[src/rtl/keypad_pkg.sv]
// keypad_pkg: shared types and constants for the 4x4 matrix keypad scanner.
//   NUM_ROWS / NUM_COLS : keypad geometry
//   CODE_W              : width of a key code (row*4 + col)
//   frame_result_e      : classification of one full scan frame
//   db_state_e          : debounce FSM states
//   count_low()         : number of active-low (closed) bits in a row sample
package keypad_pkg;

  localparam int NUM_ROWS = 4;
  localparam int NUM_COLS = 4;
  localparam int CODE_W   = 4;

  typedef enum logic [1:0] {
    FR_NONE,
    FR_SINGLE,
    FR_MULTI
  } frame_result_e;

  typedef enum logic [1:0] {
    DB_IDLE,
    DB_CAND,
    DB_PRESSED,
    DB_REL
  } db_state_e;

  function automatic logic [2:0] count_low(input logic [NUM_ROWS-1:0] rows);
    logic [2:0] n;
    n = '0;
    for (int r = 0; r < NUM_ROWS; r++) begin
      n = n + {2'b00, ~rows[r]};
    end
    return n;
  endfunction

endpackage

[src/rtl/keypad_debounce.sv]
// keypad_debounce: frame-level debounce FSM for the keypad scanner.
// Evaluated only on frame-closing edges (frame_done=1).
//   clk, rst    : clock, synchronous active-high reset
//   frame_done  : 1 on the edge that closes a scan frame
//   frame_res   : NONE / SINGLE / MULTI result of the closing frame
//   frame_code  : key code when frame_res is SINGLE
//   confirm     : combinational pulse on the closing edge that confirms a press
//   code        : key code being confirmed (valid with confirm)
//   held        : debounced key currently down
module keypad_debounce
  import keypad_pkg::*;
#(
  parameter int DEBOUNCE_FRAMES = 3
) (
  input  logic              clk,
  input  logic              rst,
  input  logic              frame_done,
  input  frame_result_e     frame_res,
  input  logic [CODE_W-1:0] frame_code,
  output logic              confirm,
  output logic [CODE_W-1:0] code,
  output logic              held
);

  localparam int CNT_W = $clog2(DEBOUNCE_FRAMES + 1);
  localparam logic [CNT_W-1:0] DB_TARGET = CNT_W'(DEBOUNCE_FRAMES);

  db_state_e         state, state_next;
  logic [CODE_W-1:0] cand, cand_next;
  logic [CNT_W-1:0]  cnt, cnt_next, cnt_inc;

  always_ff @(posedge clk) begin
    if (rst) begin
      state <= DB_IDLE;
      cand  <= '0;
      cnt   <= '0;
    end else begin
      state <= state_next;
      cand  <= cand_next;
      cnt   <= cnt_next;
    end
  end

  // Saturating so the counter can never wrap back below the target.
  assign cnt_inc = (cnt == DB_TARGET) ? cnt : cnt + CNT_W'(1);

  always_comb begin
    state_next = state;
    cand_next  = cand;
    cnt_next   = cnt;
    confirm    = 1'b0;
    if (frame_done) begin
      case (state)
        DB_IDLE: begin
          if (frame_res == FR_SINGLE) begin
            cand_next = frame_code;
            if (DEBOUNCE_FRAMES == 1) begin
              state_next = DB_PRESSED;
              confirm    = 1'b1;
              cnt_next   = '0;
            end else begin
              state_next = DB_CAND;
              cnt_next   = CNT_W'(1);
            end
          end
        end
        DB_CAND: begin
          if (frame_res == FR_SINGLE && frame_code == cand) begin
            cnt_next = cnt_inc;
            if (cnt_inc == DB_TARGET) begin
              state_next = DB_PRESSED;
              confirm    = 1'b1;
              cnt_next   = '0;
            end
          end else if (frame_res == FR_SINGLE) begin
            cand_next = frame_code;
            cnt_next  = CNT_W'(1);
          end else begin
            state_next = DB_IDLE;
            cnt_next   = '0;
          end
        end
        DB_PRESSED: begin
          // Ghosting or a second key never counts as a release.
          if (frame_res == FR_NONE) begin
            if (DEBOUNCE_FRAMES == 1) begin
              state_next = DB_IDLE;
              cnt_next   = '0;
            end else begin
              state_next = DB_REL;
              cnt_next   = CNT_W'(1);
            end
          end
        end
        DB_REL: begin
          if (frame_res == FR_NONE) begin
            cnt_next = cnt_inc;
            if (cnt_inc == DB_TARGET) begin
              state_next = DB_IDLE;
              cnt_next   = '0;
            end
          end else begin
            state_next = DB_PRESSED;
            cnt_next   = '0;
          end
        end
        default: begin
          state_next = DB_IDLE;
          cnt_next   = '0;
        end
      endcase
    end
  end

  // Code is only meaningful alongside confirm; it carries the candidate being accepted.
  assign code = cand_next;
  assign held = (state == DB_PRESSED) || (state == DB_REL);

endmodule

[src/rtl/keypad_scan_ctrl.sv]
// keypad_scan_ctrl: 4x4 matrix keypad scan controller.
// Drives one column low per slot, samples rows at the end of each slot,
// classifies each 4-slot frame, debounces at frame level and presents one
// key code per press over a valid/ack handshake.
//   clk, rst    : clock, synchronous active-high reset
//   key_in      : row inputs, active-low, bit r = row r
//   key_out     : column drive, active-low, exactly one bit low
//   key_code    : confirmed key, row*4 + col
//   key_valid   : key_code holds an unacknowledged press
//   key_ack     : consumer accepts key_code (only while key_valid=1)
//   key_held    : debounced key currently down
//   key_overrun : one-cycle pulse when a confirmed press was dropped
module keypad_scan_ctrl
  import keypad_pkg::*;
#(
  parameter int SLOT_CYCLES     = 100000,
  parameter int DEBOUNCE_FRAMES = 3
) (
  input  logic              clk,
  input  logic              rst,
  input  logic [NUM_ROWS-1:0] key_in,
  output logic [NUM_COLS-1:0] key_out,
  output logic [CODE_W-1:0] key_code,
  output logic              key_valid,
  input  logic              key_ack,
  output logic              key_held,
  output logic              key_overrun
);

  localparam int SLOT_W = $clog2(SLOT_CYCLES);
  localparam logic [SLOT_W-1:0] SLOT_LAST = SLOT_W'(SLOT_CYCLES - 1);

  logic [SLOT_W-1:0] slot_cnt;
  logic [1:0]        col, col_next;
  logic              slot_end, frame_done;

  logic [2:0]        samp_hits, acc_hits, tot_hits;
  logic [3:0]        hit_sum;
  logic [1:0]        samp_row;
  logic [CODE_W-1:0] acc_code, frame_code;
  frame_result_e     frame_res;

  logic              db_confirm;
  logic [CODE_W-1:0] db_code;

  assign slot_end   = (slot_cnt == SLOT_LAST);
  assign frame_done = slot_end && (col == 2'(NUM_COLS - 1));
  assign col_next   = col + 2'd1;

  // NOTE: every signal written in always_comb gets a default first, so no
  // path leaves it unassigned and no latch is inferred.
  always_comb begin
    samp_row = '0;
    // Ascending scan: the highest closed row index is the one kept.
    for (int r = 0; r < NUM_ROWS; r++) begin
      if (!key_in[r]) samp_row = 2'(r);
    end
  end

  assign samp_hits = count_low(key_in);
  assign hit_sum   = {1'b0, acc_hits} + {1'b0, samp_hits};
  // Saturate: a wrap to 0 would turn a crowded frame into NONE.
  assign tot_hits  = hit_sum[3] ? 3'd7 : hit_sum[2:0];
  assign frame_code = (samp_hits != 3'd0) ? {samp_row, col} : acc_code;

  always_comb begin
    frame_res = FR_MULTI;
    if (tot_hits == 3'd0)      frame_res = FR_NONE;
    else if (tot_hits == 3'd1) frame_res = FR_SINGLE;
  end

  // NOTE: sequential state uses non-blocking assignments so every register
  // samples pre-edge values regardless of statement order.
  always_ff @(posedge clk) begin
    if (rst) begin
      slot_cnt <= '0;
      col      <= '0;
      key_out  <= 4'b1110;
      acc_hits <= '0;
      acc_code <= '0;
    end else if (slot_end) begin
      slot_cnt <= '0;
      col      <= col_next;
      key_out  <= ~(4'b0001 << col_next);
      if (frame_done) begin
        acc_hits <= '0;
        acc_code <= '0;
      end else begin
        acc_hits <= tot_hits;
        acc_code <= frame_code;
      end
    end else begin
      slot_cnt <= slot_cnt + SLOT_W'(1);
    end
  end

  keypad_debounce #(
    .DEBOUNCE_FRAMES(DEBOUNCE_FRAMES)
  ) u_debounce (
    .clk        (clk),
    .rst        (rst),
    .frame_done (frame_done),
    .frame_res  (frame_res),
    .frame_code (frame_code),
    .confirm    (db_confirm),
    .code       (db_code),
    .held       (key_held)
  );

  always_ff @(posedge clk) begin
    if (rst) begin
      key_code    <= '0;
      key_valid   <= 1'b0;
      key_overrun <= 1'b0;
    end else begin
      key_overrun <= 1'b0;
      if (db_confirm) begin
        if (!key_valid) begin
          key_code  <= db_code;
          key_valid <= 1'b1;
        end else if (key_ack) begin
          // Ack and a fresh press on the same edge: hand over the new code.
          key_code <= db_code;
        end else begin
          key_overrun <= 1'b1;
        end
      end else if (key_valid && key_ack) begin
        key_valid <= 1'b0;
      end
    end
  end

endmodule

[config.mk]
export PLATFORM = sky130hd
export DESIGN_NAME = keypad_scan_ctrl
export DESIGN_NICKNAME = d
export VERILOG_FILES = /design/src/rtl/keypad_pkg.sv /design/src/rtl/keypad_debounce.sv /design/src/rtl/keypad_scan_ctrl.sv
export SDC_FILE = /design/constraint.sdc
export NUM_CORES = 1
export LEC_CHECK = 0
export ABC_AREA = 1
export CORE_AREA = 10 10 87 89
export CTS_CLUSTER_SIZE = 25
export DETAILED_ROUTE_END_ITERATION = 8
export DIE_AREA = 0 0 97 99
export PLACE_DENSITY_LB_ADDON = 0.2
export SYNTH_ARGS = -nofsm -noshare
export SYNTH_HDL_FRONTEND = slang
export SYNTH_SLANG_ARGS = --single-unit
export TNS_END_PERCENT = 1
[constraint.sdc]
create_clock -name clk -period 3.3 [get_ports clk]
set_input_delay 0.33 -clock clk [delete_from_list [all_inputs] [get_ports clk]]
set_output_delay 0.33 -clock clk [all_outputs]
set_load 0.05 [all_outputs]
==> Yosys cells after proc, flatten, opt, wreduce, memory -nomap -nowiden <==
Index checks and enable logic that the tools add are counted.
{ "classes": {"add_sub_neg": 7, "eq_ne": 16, "n_shift": 1, "muxes": 37, "n_bitwise": 7, "n_reduce_logical": 14} }
{ "ops": {"columns": ["cell", "count"], "rows": [
  ["two-way mux 2 bit", 16],
  ["two-way mux 4 bit", 7],
  ["adder 17 x 1 -> 17 bit, second input constant", 1],
  ["== test 17 bit, second input constant", 1],
  ["one-hot mux 2 bit (4 select lines)", 2],
  ["== test 2 bit, second input constant", 5],
  ["two-way mux 1 bit", 9],
  ["one-hot mux 4 bit (2 select lines)", 1],
  ["two-way mux 3 bit", 2],
  ["inequality test 2 x 1 -> 1 bit, second input constant", 3],
  ["inequality test 3 bit, second input constant", 2],
  ["NOT 1 bit", 6],
  ["AND reduction 6 bit", 1],
  ["adder 2 x 1 -> 2 bit, second input constant", 2],
  ["adder 3 x 3 -> 4 bit", 1],
  ["== test 2 x 1 -> 1 bit, second input constant", 2],
  ["== test 4 bit", 1],
  ["logical NOT 2 bit", 2],
  ["NOT 4 bit", 1],
  ["<< shifter 1 x 2 -> 4 bit, first input constant", 1],
  ["adder 2 x 1 -> 3 bit", 1],
  ["adder 3 x 1 -> 3 bit", 1],
  ["== test 3 x 1 -> 1 bit, second input constant", 1],
  ["logical AND 1 bit", 3],
  ["10 further kinds", 10]
]} }
{ "totals": {"register_bits": 44, "inputBits": 7, "out_inout_bits": 11, "elab_cells": 93} }

==> Logic depth before layout (Yosys ltp) <==
Gate-level depths: netlist (run 1).
{ "logic_depth": {"ltp_word": 16, "mapped_depth": 18, "mapped_depth_nobuf": 18} }

==> Modules after synthesis <==
A second synthesis (run 1) with hierarchy kept.
{ "hier_totals": {"cells_unflattened": 380, "area_unflattened_um2": 2536.2} }
{ "by_module_without_submodules": {"columns": ["module", "instances", "cells_per_inst", "area_per_inst_um2", "seq_area_each_um2"], "rows": [
  ["keypad_scan_ctrl", 1, 282, 1970.6, 720.7],
  ["keypad_debounce", 1, 98, 565.5, 160.2]
]} }

==> Worst setup path after synthesis (run 1) <==
OpenSTA, ideal clock, no wires.
{ "synth_timing": {"path_kind": "input -> register", "startpoint": "input port key_in[0]", "endpoint": "register key_code[0]", "setup_time_ps": 113, "arrival_ps": 2828, "required_time_ps": 3187, "setup_slack_ps": 359, "cell_stages": 15, "n_path_buf": 0, "cell_sequence": "inv_1 -> fa_1 -> ha_1 -> ha_1 -> inv_1 -> fa_1 -> inv_1 -> nor2_4 -> nand3_4 -> clkinv_2 -> nand3_2 -> nor2_4 -> nand4_4 -> nor2_1 -> nor2_1"} }
{ "synth_between": {"elab_chain_len": 16, "word_cells_on_any_way": 25, "classes_between": "add/sub (4); eq/ne (3); mux (13); bitwise (1); reduce/logical (4)"} }
{ "synth_rtl": {"columns": ["item", "line_no", "text"], "rows": [
  ["from (decl)", "keypad_scan_ctrl.sv:21", "input logic [NUM_ROWS-1:0] key_in,"],
  ["NOT 1 bit *", "keypad_pkg.sv:30", "n = n + {2'b00, ~rows[r]};"],
  ["adder 1 x 1 -> 2 bit *", "keypad_pkg.sv:30", null],
  ["adder 2 x 1 -> 3 bit *", "keypad_pkg.sv:30", null],
  ["adder 3 x 1 -> 3 bit *", "keypad_pkg.sv:30", null],
  ["adder 3 x 3 -> 4 bit", "keypad_scan_ctrl.sv:61", "assign hit_sum = {1'b0, acc_hits} + {1'b0, samp_hits};"],
  ["two-way mux 3 bit", "keypad_scan_ctrl.sv:63", "assign tot_hits = hit_sum[3] ? 3'd7 : hit_sum[2:0];"],
  ["== test 3 x 1 -> 1 bit", "keypad_scan_ctrl.sv:69", "else if (tot_hits == 3'd1) frame_res = FR_SINGLE;"],
  ["two-way mux 2 bit", "keypad_scan_ctrl.sv:69", null],
  ["two-way mux 2 bit", "keypad_scan_ctrl.sv:68", "if (tot_hits == 3'd0) frame_res = FR_NONE;"],
  ["== test 2 x 1 -> 1 bit", "keypad_debounce.sv:55, keypad_debounce.sv:68, keypad_debounce.sv:75", null],
  ["two-way mux 4 bit or logical AND 1 bit (tied branches)", "keypad_debounce.sv:55, keypad_debounce.sv:75, keypad_debounce.sv:68", null],
  ["two-way mux 4 bit", "keypad_debounce.sv:68", "if (frame_res == FR_SINGLE && frame_code == cand) begin"],
  ["one-hot mux 4 bit (2 select lines)", "keypad_debounce.sv:53", "case (state)"],
  ["two-way mux 4 bit", "keypad_debounce.sv:52", "if (frame_done) begin"],
  ["two-way mux 4 bit", "keypad_scan_ctrl.sv:121", "end else if (key_ack) begin"],
  ["two-way mux 4 bit", "keypad_scan_ctrl.sv:118", "if (!key_valid) begin"],
  ["to (signal assigned)", "keypad_scan_ctrl.sv:119", "key_code <= db_code;"],
  ["to (signal assigned)", "keypad_scan_ctrl.sv:123", "key_code <= db_code;"],
  ["to (decl)", "keypad_scan_ctrl.sv:23", "output logic [CODE_W-1:0] key_code,"]
]} }
Every way passes the cells marked *; elsewhere a longest branch is shown, timed or not. The select of a mux whose other input is x is not followed.
A chain may end at the register's enable or synchronous reset.

==> Final worst setup path (run 1) <==
{ "layout_timing": {"startpoint": "input port key_in[0]", "endpoint": "register u_debounce.state[0]"} }
{ "layout_between": {"elab_chain_len": 13, "word_cells_on_any_way": 25, "classes_between": "add/sub (4); eq/ne (8); mux (7); bitwise (1); reduce/logical (5)"} }
{ "layout_rtl": {"columns": ["item", "line_no", "text"], "rows": [
  ["NOT 1 bit *", "keypad_pkg.sv:30", null],
  ["adder 1 x 1 -> 2 bit *", "keypad_pkg.sv:30", null],
  ["adder 2 x 1 -> 3 bit *", "keypad_pkg.sv:30", null],
  ["adder 3 x 1 -> 3 bit *", "keypad_pkg.sv:30", null],
  ["adder 3 x 3 -> 4 bit", "keypad_scan_ctrl.sv:61", null],
  ["two-way mux 3 bit", "keypad_scan_ctrl.sv:63", null],
  ["== test 3 x 1 -> 1 bit", "keypad_scan_ctrl.sv:69", null],
  ["two-way mux 2 bit", "keypad_scan_ctrl.sv:69", null],
  ["two-way mux 2 bit", "keypad_scan_ctrl.sv:68", null],
  ["== test 2 x 1 -> 1 bit", "keypad_debounce.sv:55, keypad_debounce.sv:68, keypad_debounce.sv:75", null],
  ["logical AND 1 bit", "keypad_debounce.sv:68", null],
  ["inequality test 3 bit (no line) or two-way mux 2 bit (tied branches)", null, null],
  ["AND reduction 6 bit (no line) or one-hot mux 2 bit (4 select lines) (tied branches)", null, null],
  ["to (signal assigned)", "keypad_debounce.sv:38", "state <= state_next;"],
  ["to (decl)", "keypad_debounce.sv:28", "db_state_e state, state_next;"]
]} }
Every way passes the cells marked *; elsewhere a longest branch is shown, timed or not.

==> results of run 1 <==
[Yosys cell counts, types with 3 or more instances]
library cell  count  area [um2]
clkbuf_1          3        11.3
nand3_1          30         150
o211ai_1          8        60.1
nor2_4            5        56.3
a21oi_1          16        80.1
nor2_2            4        25.0
nor2_1           30         113
nand2_2           3        18.8
nand2_1          98         368
xnor2_1           3        26.3
inv_1            51         191
ha_1             10         125
o32ai_1           4        35.0
inv_2             5        18.8
dfxtp_1          44         881
o21ai_0          10        50.1
nand4_1          13        81.3
[worst max-delay path, cell delays in order]
cell	delay [ns]
clkdlybuf4s50_1	0.46
inv_1	0.05
fa_1	0.48
ha_4	0.32
ha_4	0.13
inv_1	0.05
fa_1	0.53
inv_2	0.05
nor2_4	0.12
nand3_4	0.11
inv_6	0.10
buf_4	0.11
nand3_1	0.09
nand2_1	0.10
clkinv_1	0.09
a21oi_1	0.15
nor2_1	0.06
[what timing repair did]
item | in CTS | in global routing
buffers inserted | 0 | 2
resized for setup | 0 | 13
hold buffers | 0 | 0
endpoints found under the setup margin | 0 | 7
[stage by stage]
| stage | cells | area, um2 | utilization (%) | setup WS [ns] | hold WS, ns |
|---|---|---|---|---|---|
| floorplan | 369 | 2590 | - | 0.359 | 0.417 |
| global placement | 466 | 2910 | 49.8 | -0.122 | 0.427 |
| detailed placement | 466 | 2910 | 49.8 | -0.196 | 0.435 |
| CTS | 474 | 3040 | 51.9 | 0.111 | 0.453 |
| global route | 476 | 3120 | 53.3 | 0.0126 | 0.472 |
| finish | 476 | 3120 | 53.3 | 0.175 | 0.447 |
[path summary, 6_finish.rpt]
path	cells past startpoint	to	slack, ns
setup reg to reg	13	u_debounce.state[0]$_SDFFE_PP0P_	1.13
setup / recovery	17	u_debounce.state[0]$_SDFFE_PP0P_	0.17
hold / removal	1	slot_cnt[0]$_SDFF_PP0_	0.45
hold reg to reg	1	slot_cnt[0]$_SDFF_PP0_	0.45
[sequential cells by signal, indices dropped and copies added (netlist names), 3 cells and up]
signal,flops
key_out,4
acc_code,4
u_debounce.cand,4
acc_hits,3
slot_cnt,17
key_code,4
[area by class of cell]
cell class | instances | area [um2]
Clock buffer | 7 | 96.3
Clock inverter | 1 | 30.0
Fill cell | 563 | 2740
Inverter | 59 | 226
Multi-Input combinational cell | 260 | 1520
Sequential cell | 44 | 881
Tap cell | 75 | 93.8
Timing Repair Buffer | 30 | 273
[logic make-up after synthesis]
logic type               Yosys count  synth area share (%)
AO/OA/AOI/OAI                     42                  9.88
XOR/XNOR                           6                  2.31
adder cells (fa/ha/maj)           12                  6.36
buffers and inverters             65                  9.69
flip-flops                        44                  33.9
AND/OR/NAND/NOR                  200                  37.8
[routing by layer]
metal / GRT usage [%] / vias to the layer above
met1: 14.6 / 1033
met4: 5.11 / 0
li1: - / 1261
met3: 2.79 / 8
met2: 20.5 / 45
met5: 0 / -
[layout by cell type (no fill, tap or decap), drive strengths merged, types with 7 or more instances in the layout]
cell           netlist  layout
o21ai               10      10
a21oi               17      17
nor2                39      39
nand2              102     102
nand4               14      14
buf                  3      13
clkbuf               3       7
dfxtp               44      44
clkdlybuf4s50        0      15
inv                 56      57
o211ai               8       8
ha                  10      10
nand3               33      33
[power by group]
part	switching (uW)	leakage, uW	internal (uW)	total [uW]
sequential	1.90	0.000355	533	535
clock	184	0.0000645	267	452
combinational	129	0.000898	86.5	216
total	315	0.00132	887	1200
==> metrics.cfg, run 1 <==
[die]
die_h_um = 99
start_util_pct = 44.4
dieArea_um2 = 9600
rows = 28
fp.coreArea_um2 = 5850
io_pins = 18
die_w_um = 97

[critical_path]
required_ns = 3.50
worstSetupPathType = primary input to flip-flop
path_max_fanout = 7
cp-start-kind = primary input
r2r-start = acc_hits[0]$_SDFFE_PP0P_
startpoint = key_in[0]
crit_path_end_kind = flip-flop
worstPathArrival_ns = 3.32

[pwr]
leakage_uw = 0.00132
vdd_ir_drop_max_mv = 0.182
powerDensity_nw_per_um2 = 386
fin_total_pwr_uw = 1200

[clock_network]
cts_tree = yes
clkSinkCount = 44
cts-root-buf = clkbuf_8
htree_levels = 2
cts_buffers = 5
clkLatencyLatePin_ns = 0.30
cts.clk_slew.worst_paths_ns = 0.09
clk_path_buf_depth = 2

[route]
vias = 2347
wl_per_cell_um = 12.0
wl_met2_um = 2660
wl_met3_um = 324
post-route-drc-count = 0
top_layer_used = met4
antenna_left = 0
drtIter0Drc = 91
wl_met1_um = 2610
drt-total-wl_um = 5700
drt_pass1_iterations = 4
vias_per_cell = 4.93

[synth]
syn_area_per_cell_um2 = 7.03
ys_async_sr_fraction_pct = 0
yosys_warnings = 0
synth_edf_count = 0
yosys.cell_types.count = 39
synth.yosys.seq_area_share_pct = 33.9
synthesis.nets = 388
ys_ff_latch = 44
syn_inst = 369
synth_ff_type = dfxtp_1
synth_area_um2 = 2590

[hold_path]
hp-class = flip-flop to flip-flop
holdCritStartpoint = slot_cnt[0]$_SDFF_PP0_

[global_route]
grt_use_total_pct = 12.2
grt_pass1_wl_um = 10200
grt_pass1_vias = 2271
grt_max_degree = 18
gr-total-overflow = 0
antenna_found_initial = 0

[timing]
rsz0062_at_grt = false
hold_viol = 0
fin_crit_ns = 3.13
skew_ns = 0.00891
finalSetupTns_ns = 0
tightest_slew_ns = 0.607
finalMaxSlewViolations = 0
maxSlewHeadroom_pct = 59.4
timing.fmax_ghz = 0.320
setup_viol = 0
period_share_pct = 94.7

[cells_and_area]
nNetsFinal = 419
n_antenna_cell = 0
area_growth_pct = 20.1
drive_gt1_share_pct = 14.7

[placed_design]
gp_congestion = 0.878
io_buffers = 17
dp_hpwl_um = 4270

[outcome]
status = finished clean

[flow_run]
maxCapViolCount = 0

Note: power is estimated with default switching activity, not from simulation.
==> run 2, diff against run 1 <==
- clock period: 3.3 -> 3.5 ns (I/O delays scaled with it)
==> run 2 against run 1 <==
  * Non-clock buffer count down 9
  * Global-route usage grew 0.079 points
  * First-iteration DRC count increased by 30%
  * Critical path depth grew 1
  * Utilization is 2.5 points lower
  * Register-to-register slack better by 0.22 ns
  * Power shrank 11%
  * Sequential power decreased by 5.6%
  * Clock skew shrank 0.0014 ns
  * Wire length down 3.0%
  * Critical path type unchanged
  * Largest power group unchanged
  * Highest routed layer unchanged
==> metrics.cfg, run 2 (synthesis gave the netlist of run 1 again) <==
[placed_design]
dp_hpwl_um = 4300  ; +0.74%
placed_cells = 459  ; -1.5%
gp_congestion = 0.863  ; -1.6%
io_buffers = 17  ; unchanged
postPlaceCellArea_um2 = 2860  ; -1.8%
preCtsSetupSlack_ns = -0.0351  ; +0.161 ns

[global_route]
grt_pass1_wl_um = 10200  ; +0.40%
grt_pass1_vias = 2251  ; -0.88%
gr-total-overflow = 0  ; unchanged
grt_max_degree = 18  ; unchanged
use_met3_pct = 3.42  ; +0.63 points
grt-busiest-layer = met2
antenna_found_initial = 0  ; unchanged
met1_usage_pct = 15.2  ; +0.63 points
grt_use_total_pct = 12.3  ; +0.079 points
grt_use_met2_pct = 19.8  ; -0.77 points

[die]
die_w_um = 97  ; unchanged
die_h_um = 99  ; unchanged
dieArea_um2 = 9600  ; unchanged
io_pins = 18  ; unchanged
rows = 28  ; unchanged
start_util_pct = 44.4  ; unchanged
fp.coreArea_um2 = 5850  ; unchanged

[clock_network]
cts-root-buf = clkbuf_8
cts.clk_slew.worst_paths_ns = 0.08  ; about the same
clk_path_buf_depth = 2  ; unchanged
cts_resized = 0  ; unchanged
postCtsSetupBuffers = 0  ; unchanged
cts_tree = yes
cts_buffers = 5  ; unchanged
htree_levels = 2  ; unchanged
clkSinkCount = 44  ; unchanged
clkLatencyLatePin_ns = 0.31  ; about the same
cts-hold-fix-buffers = 0  ; unchanged

[cells_and_area]
nNetsFinal = 410  ; -2.1%
largest_reg_flops = 17  ; unchanged
n_antenna_cell = 0  ; unchanged
finalNonFillerCells = 467  ; -1.9%
top_register = slot_cnt
final_util_pct = 50.8  ; -2.5 points
post-route-cell-area_um2 = 2970  ; -4.6%
area_growth_pct = 14.5
drive_gt1_share_pct = 11.0  ; -3.7 points
layout_common_cells = 98 x nand2_1, 51 x inv_1, 44 x dfxtp_1
final_common_cell = nand2_1

[route]
drt_pass1_iterations = 4  ; unchanged
post-route-drc-count = 0  ; unchanged
drt-total-wl_um = 5530  ; -3.0%
drtIter0Drc = 118  ; +30%
vias = 2319  ; -1.2%
vias_per_cell = 4.97  ; +0.71%
antenna_left = 0  ; unchanged
wl_per_cell_um = 11.8  ; -1.2%

[outcome]
status = finished clean

[timing]
hold_viol = 0  ; unchanged
tightest_slew_ns = 0.592  ; -0.0150 ns
setup_slack_ns = 0.273  ; +0.0981 ns
rsz0062_at_grt = false
timing.fmax_ghz = 0.310
maxSlewHeadroom_pct = 60.4  ; +1.0 points
period_share_pct = 92.2
hold_ws_ns = 0.452  ; +0.00509 ns
finalMaxSlewViolations = 0  ; unchanged
setup_viol = 0  ; unchanged
fin_crit_ns = 3.23
skew_ns = 0.00748  ; -0.00142 ns

[pwr]
switchingPower_uw = 292  ; -7.3%
seq_power_share_pct = 47.3  ; +2.8 points
pwr-share-clk_pct = 36.8  ; -0.7 points
combPwrFrac_pct = 15.8  ; -2.1 points
powerDensity_nw_per_um2 = 359  ; -7.0%
intPower_uw = 774  ; -13%
vdd_ir_drop_max_mv = 0.214  ; +18%
leakage_uw = 0.00125  ; -5.2%
swShare_pct = 27.4  ; +1.2 points

[critical_path]
cp-start-kind = primary input
path_max_fanout = 3  ; -4
crit_path_end_kind = flip-flop
worstPathArrival_ns = 3.43  ; +0.11 ns
required_ns = 3.70  ; +0.20 ns
worstSetupPathType = primary input to flip-flop

[hold_path]
hp-class = flip-flop to flip-flop

[flow_run]
maxCapViolCount = 0  ; unchanged

run 2: cell types whose count changed in the layout (fill, tap and decap cells not counted), moves of 2 or more:
| cell | delta |
|---|---|
| clkdlybuf4s50_1 | +2 |
| ha_4 | -3 |
| clkbuf_8 | -2 |
| inv_2 | -2 |
| inv_1 | +2 |
| clkinv_2 | +2 |
| ha_1 | +3 |
| dlymetal6s2s_1 | -2 |
| buf_4 | -9 |
run 2: path summary, 6_finish.rpt:
check        slack [ns]                startpoint  depth (start not counted)                               end
max                0.27                 key_in[0]                         18  u_debounce.state[0]$_SDFFE_PP0P_
min                0.45    slot_cnt[0]$_SDFF_PP0_                          1            slot_cnt[0]$_SDFF_PP0_
max reg2reg        1.35  acc_hits[0]$_SDFFE_PP0P_                         14  u_debounce.state[0]$_SDFFE_PP0P_
min reg2reg        0.45    slot_cnt[0]$_SDFF_PP0_                          1            slot_cnt[0]$_SDFF_PP0_
run 2: through the flow:
stage / TNS [ns] / power (uW)
finish: 0 / 1070
global route: 0 / 1120
CTS: 0 / 1080
detailed placement: -0.135 / 686
global placement: 0 / 684
floorplan: 0 / 643
run 2: cell type report:
type                       count  area (um2)
timing repair buffer          21         200
clock buffer                   5        68.8
tap                           75        93.8
sequential                    44         881
multi-input combinational    260        1460
fill                         586        2880
clock inverter                 3        42.5
inverter                      59         223
run 2: power groups by stage:
stage               Clock, uW  Combinational (uW)  Sequential, uW
floorplan                   0                 127             516
finish                    393                 169             505
global route              423                 195             505
CTS                       406                 170             505
detailed placement          0                 169             516
global placement            0                 168             516
run 2: worst max-delay path: stages:
cell             delay, ns
clkdlybuf4s50_1       0.46
inv_1                 0.05
fa_1                  0.47
ha_1                  0.36
ha_1                  0.19
inv_1                 0.05
fa_1                  0.49
inv_1                 0.07
nor2_4                0.15
nand3_1               0.13
nand2_1               0.10
nand2_1               0.09
nor2_2                0.12
nand2_1               0.07
clkinv_1              0.07
nand3_1               0.07
nand2_1               0.07
nor2_1                0.05
run 2: routing by layer:
layer / vias to the layer above / wire, um
li1: 1234 / -
met1: 1044 / 2570
met2: 32 / 2580
met3: 9 / 292
met4: 0 / 88
met5: - / 0
